`config.mk`:
```
export PLATFORM = sky130hd
export DESIGN_NAME = regfile_scoreboard
export DESIGN_NICKNAME = d
export VERILOG_FILES = /design/src/rtl/regfile_scoreboard.sv
export SDC_FILE = /design/constraint.sdc
export NUM_CORES = 2
export LEC_CHECK = 0
export CORE_ASPECT_RATIO = 0.9
export CORE_UTILIZATION = 40
export DETAILED_ROUTE_END_ITERATION = 10
export GPL_TIMING_DRIVEN = 0
export SYNTH_ARGS = -nofsm -noshare
export SYNTH_HDL_FRONTEND = slang
export SYNTH_SLANG_ARGS = --single-unit
```
`constraint.sdc`:
```
create_clock -name clk -period 89.3 [get_ports clk]
set_clock_uncertainty 0.1 [all_clocks]
set_input_delay 17.86 -clock clk [delete_from_list [all_inputs] [get_ports clk]]
set_output_delay 17.86 -clock clk [all_outputs]
set_load 0.02 [all_outputs]
```
`src/rtl/regfile_scoreboard.sv`:
```
// regfile_scoreboard
//   Integer register file for the RV32 pipeline, with a busy-bit scoreboard
//   for RAW hazard detection at decode.
//   - Two combinational read ports (rs1/rs2) with write-first bypass from
//     the writeback port.
//   - One synchronous write port (write_en/rd_addr/rd_data); x0 reads 0 and
//     ignores writes.
//   - Scoreboard: issue_en/issue_rd sets a busy bit, writeback clears it,
//     flush clears all. rsN_busy flags a pending producer that is not
//     resolved by a same-cycle writeback. pending_count is the registered
//     popcount of the busy bits.
// Ports:
//   clk, rst               clock, async active-high reset
//   rs1_addr/data_out_rs1  read port 1
//   rs2_addr/data_out_rs2  read port 2
//   write_en/rd_addr/rd_data  writeback port
//   issue_en/issue_rd      issued destination register
//   flush                  squash all in-flight results
//   rs1_busy/rs2_busy      pending-write hazard per read port
//   pending_count          number of busy registers
module regfile_scoreboard #(
  parameter int XLEN = 32,
  parameter int ADDR = 5
) (
  input  logic            clk,
  input  logic            rst,
  input  logic [ADDR-1:0] rs1_addr,
  output logic [XLEN-1:0] data_out_rs1,
  input  logic [ADDR-1:0] rs2_addr,
  output logic [XLEN-1:0] data_out_rs2,
  input  logic            write_en,
  input  logic [ADDR-1:0] rd_addr,
  input  logic [XLEN-1:0] rd_data,
  input  logic            issue_en,
  input  logic [ADDR-1:0] issue_rd,
  input  logic            flush,
  output logic            rs1_busy,
  output logic            rs2_busy,
  output logic [ADDR:0]   pending_count
);

  localparam int NREG = 1 << ADDR;

  logic [XLEN-1:0] regs_q [NREG];
  logic [XLEN-1:0] regs_d [NREG];
  logic [NREG-1:0] busy_q, busy_d;
  logic [ADDR:0]   count_q, count_d;

  logic wr_valid;
  assign wr_valid = write_en && (rd_addr != '0);

  // Storage next-state; x0 is held at zero.
  always_comb begin
    for (int i = 0; i < NREG; i++) begin
      regs_d[i] = regs_q[i];
    end
    if (wr_valid) begin
      regs_d[rd_addr] = rd_data;
    end
    regs_d[0] = '0;
  end

  // Scoreboard next-state. Issue beats a same-cycle writeback to the same
  // register since the newly issued producer is still outstanding.
  always_comb begin
    busy_d = busy_q;
    for (int i = 1; i < NREG; i++) begin
      if (flush) begin
        busy_d[i] = 1'b0;
      end else if (issue_en && (issue_rd == ADDR'(i))) begin
        busy_d[i] = 1'b1;
      end else if (write_en && (rd_addr == ADDR'(i))) begin
        busy_d[i] = 1'b0;
      end
    end
    busy_d[0] = 1'b0;
  end

  // Count is computed from busy_d so it tracks busy_q on the same edge.
  always_comb begin
    count_d = '0;
    for (int i = 1; i < NREG; i++) begin
      count_d = count_d + {{ADDR{1'b0}}, busy_d[i]};
    end
  end

  always_ff @(posedge clk or posedge rst) begin
    if (rst) begin
      for (int i = 0; i < NREG; i++) begin
        regs_q[i] <= '0;
      end
      busy_q  <= '0;
      count_q <= '0;
    end else begin
      for (int i = 0; i < NREG; i++) begin
        regs_q[i] <= regs_d[i];
      end
      busy_q  <= busy_d;
      count_q <= count_d;
    end
  end

  // Read ports with write-first bypass.
  always_comb begin
    if (rs1_addr == '0) begin
      data_out_rs1 = '0;
    end else if (write_en && (rd_addr == rs1_addr)) begin
      data_out_rs1 = rd_data;
    end else begin
      data_out_rs1 = regs_q[rs1_addr];
    end

    if (rs2_addr == '0) begin
      data_out_rs2 = '0;
    end else if (write_en && (rd_addr == rs2_addr)) begin
      data_out_rs2 = rd_data;
    end else begin
      data_out_rs2 = regs_q[rs2_addr];
    end
  end

  // A same-cycle writeback resolves the hazard through the bypass; busy_q[0]
  // is always 0 so address 0 never reports busy.
  assign rs1_busy = busy_q[rs1_addr] && !(write_en && (rd_addr == rs1_addr));
  assign rs2_busy = busy_q[rs2_addr] && !(write_en && (rd_addr == rs2_addr));

  assign pending_count = count_q;

endmodule

```
==> impl_metrics.json <==
{
  "status": "finished with violations",
  "violations": "capacitance limit, slew limit",
  "async_flop_share_pct": 100,
  "r2r_end": "pending_count[4]",
  "powerDensity_mw_per_mm2": 22.3,
  "htreeDepth": 3,
  "gp_congestion": 1.07,
  "ir_worst_vdd_uv": 16.3,
  "synth-edff-count": 0,
  "crit_cells": 8,
  "hold_class": "flip-flop to flip-flop",
  "hold_buffers": 0,
  "ys_seq_elements": 1029,
  "slew_headroom_pct": -9.35,
  "cpLargestDelayFamily": "buffers and inverters",
  "path_clk_slew_ns": 0.06,
  "ant_nets": 0,
  "io_buffers": 119,
  "whs_path_depth": 1,
  "pin_count": 129,
  "cp.buffers_inverters": 6,
  "tightest_slew_ns": 1.64,
  "critical_path.startpoint": "rs1_addr[2]",
  "grt_overflow": 0,
  "cts.root.buffer_cell": "clkbuf_16",
  "multiInputGateArea_mm2": 0.0286,
  "core_mm2": 0.140,
  "cp-end-kind": "output port",
  "clockPowerShare_pct": 33.7,
  "num_rows": 130,
  "clkSinkCount": 1029,
  "die_h_um": 358,
  "drv_cap": 24,
  "clkLatencyLatePin_ns": 0.76,
  "cts-buffers-inserted": 112,
  "tns_ns": 0,
  "die_area_mm2": 0.143,
  "required_ns": 71.34,
  "grt_max_degree": 122,
  "p_sw_w": 0.000431,
  "clockBufferDepth": 3,
  "antenna_found_initial": 25,
  "wl_per_cell_um": 43.7,
  "worst-path-max-fanout": 10,
  "period_needed_ns": 42.09,
  "syn_avg_cell_area_um2": 14.4,
  "syn-instance-count": 3921,
  "synth_nets": 4008,
  "power_frac_seq_pct": 43.3,
  "wirelength_um": 268000,
  "cts-resized-gates": 0,
  "synth_cell_type_count": 56,
  "drive_gt1_share_pct": 46.1,
  "synth_flop_cell": "dfrtp_1",
  "grt_pass1_vias": 40800,
  "p_comb_share_pct": 23.0,
  "crit_end": "data_out_rs1[21]",
  "crit_path_start_kind": "input pin",
  "initial_utilization_pct": 40.4,
  "final_cells": 6135,
  "fin_crit_sh_pct": 47.1,
  "final-hold-violation-count": 0,
  "clock.fmax_mhz": 23.8,
  "cp.arrival_ns": 24.13,
  "maxSlewViolCount": 208,
  "syn_area_mm2": 0.0564,
  "dp_hpwl_um": 177000,
  "path_cells": "clkdlybuf4s50_1 -> buf_2 -> buf_4 -> clkbuf_1 -> clkbuf_1 -> a211oi_1 -> o31ai_1 -> clkdlybuf4s50_1",
  "nets": 4269,
  "p_leak_nw": 27.3,
  "fp.dieW_um": 398,
  "syn_to_final_growth_pct": 13.9,
  "seq_area_mm2": 0.0257,
  "yosysWarnings": 0,
  "fillers": 12500,
  "synth_seq_area_share_pct": 45.6,
  "switching_share_pct": 30.1,
  "slowest_stage": "o31ai_1",
  "drtPass1Iterations": 9,
  "r2r_slack_ns": 84.10,
  "drc": 0,
  "cts_setup_buffers": 0,
  "setup_violations": 0,
  "slowest_delay_ns": 1.25,
  "drtIter0Drc": 6864,
  "rr_startpoint": "busy_q[26]",
  "grt_util_all_layers_pct": 37.5,
  "rsz0062_at_grt": "false",
  "num_vias": 43000,
  "grt_pass1_wl_um": 358000,
  "cts_tree": "yes",
  "vias_per_cell": 7.01,
  "criticalPathCategory": "input pin to output port",
  "r2r_cells": 17,
  "internal_power_w": 0.00100,
  "dp.cells": 5913
}
[cell families after synthesis]
family | share of synthesized area (%)
AND/OR/NAND/NOR | 3.02
multiplexers | 40.9
XOR/XNOR | 0.202
buffers and inverters | 3.80
adder cells (fa/ha/maj) | 0.971
flip-flops | 45.6
AO/OA/AOI/OAI | 5.48
[synthesized netlist by cell type, drive strengths merged (21+ instances only)]
master / instances / area (µm²)
nor2b: 26 / 163
o31ai: 21 / 158
a221o: 23 / 230
a221oi: 55 / 482
a22oi: 50 / 375
nor3: 34 / 175
a21oi: 29 / 145
nand3: 26 / 130
fa: 23 / 460
nand2: 138 / 518
mux4: 443 / 9980
mux2i: 71 / 711
mux2: 1100 / 12400
dfrtp: 1029 / 25700
a211oi: 35 / 263
o21ai: 57 / 285
buf: 234 / 1310
nor2: 71 / 267
clkbuf: 181 / 679
o22ai: 46 / 288
inv: 41 / 154
a22o: 28 / 245
[metal layers]
layer	wire length, µm	global-route usage [%]
met1	100000	48.3
met2	107000	49.7
met3	41900	18.9
met4	19200	22.9
met5	158	0.761
[cell type report]
class | count | area share (%)
clock buffers | 169 | 5.18
inverters | 42 | 0.257
plain buffers | 415 | 3.14
diodes | 22 | 0.0857
repair buffers | 147 | 2.69
multi-input cells | 2435 | 44.5
flip-flops and latches | 1029 | 40.1
well taps | 1848 | 3.60
clock inverters | 28 | 0.495
[worst min-delay path by stage]
| stage | endpoint | startpoint | slack [ns] |
|---|---|---|---|
| after floorplan | regs_q[896] | regs_q[896] | 0.39 |
| after global placement | regs_q[794] | regs_q[794] | 0.40 |
| after detailed placement | regs_q[822] | regs_q[822] | 0.41 |
| after CTS | regs_q[822] | regs_q[822] | 0.42 |
| after global routing | regs_q[447] | regs_q[447] | 0.43 |
| final | regs_q[692] | regs_q[692] | 0.42 |
[worst register-to-register path: stages (launching register included)]
cell	delay, ns
dfrtp_1	0.40
o21ai_0	0.10
a21oi_1	0.15
fa_1	0.60
inv_1	0.07
fa_1	0.52
fa_1	0.44
fa_1	0.48
fa_1	0.49
inv_1	0.06
fa_1	0.45
fa_1	0.39
inv_1	0.10
fa_1	0.23
inv_1	0.05
a21o_1	0.17
a21oi_1	0.16
xnor2_1	0.15
[per-stage QoR]
stage	util, %	worst slack [ns]	total power (W)	hold slack (ns)	area (µm²)
finish	46.0	47.21	0.00143	0.424	64300
global placement	42.9	28.78	0.000936	0.400	59900
global route	45.9	47.79	0.00147	0.431	64200
detailed placement	43.3	47.84	0.000945	0.407	60500
floorplan	-	42.38	0.000832	0.391	56400
CTS	45.9	47.83	0.00142	0.420	64200
[state kept, by name, indices dropped and copies added (netlist names)]
name	cells
regs_q	992
busy_q	31
pending_count	6
[power groups by stage]
| stage | combinational [W] | sequential, W | clock (W) |
|---|---|---|---|
| global placement | 0.000313 | 0.000622 | 0 |
| CTS | 0.000321 | 0.000617 | 0.000481 |
| detailed placement | 0.000320 | 0.000624 | 0 |
| finish | 0.000330 | 0.000621 | 0.000484 |
| floorplan | 0.000227 | 0.000605 | 0 |
| global route | 0.000341 | 0.000631 | 0.000499 |
[cell usage in the layout, fill, tap and decap left out, drive strengths merged, types with 3 or more instances in the layout]
cell	n
mux2	1100
dfrtp	1029
mux4	443
clkbuf	351
buf	261
nand2	138
clkdlybuf4s50	119
mux2i	71
nor2	71
o21ai	57
a221oi	55
a22oi	50
o22ai	46
inv	43
a211oi	35
nor3	34
a21oi	29
a22o	28
nor2b	26
nand3	26
a221o	23
fa	23
diode	22
o31ai	21
o221ai	20
nand2b	19
clkinv	19
a21o	14
and2	14
xnor2	13
nand4	13
o41ai	13
a32o	10
ha	7
bufinv	6
or3	5
nor3b	5
nand4b	3
o211ai	3
a41oi	3
No activity file was read; power rests on OpenSTA's default activity.
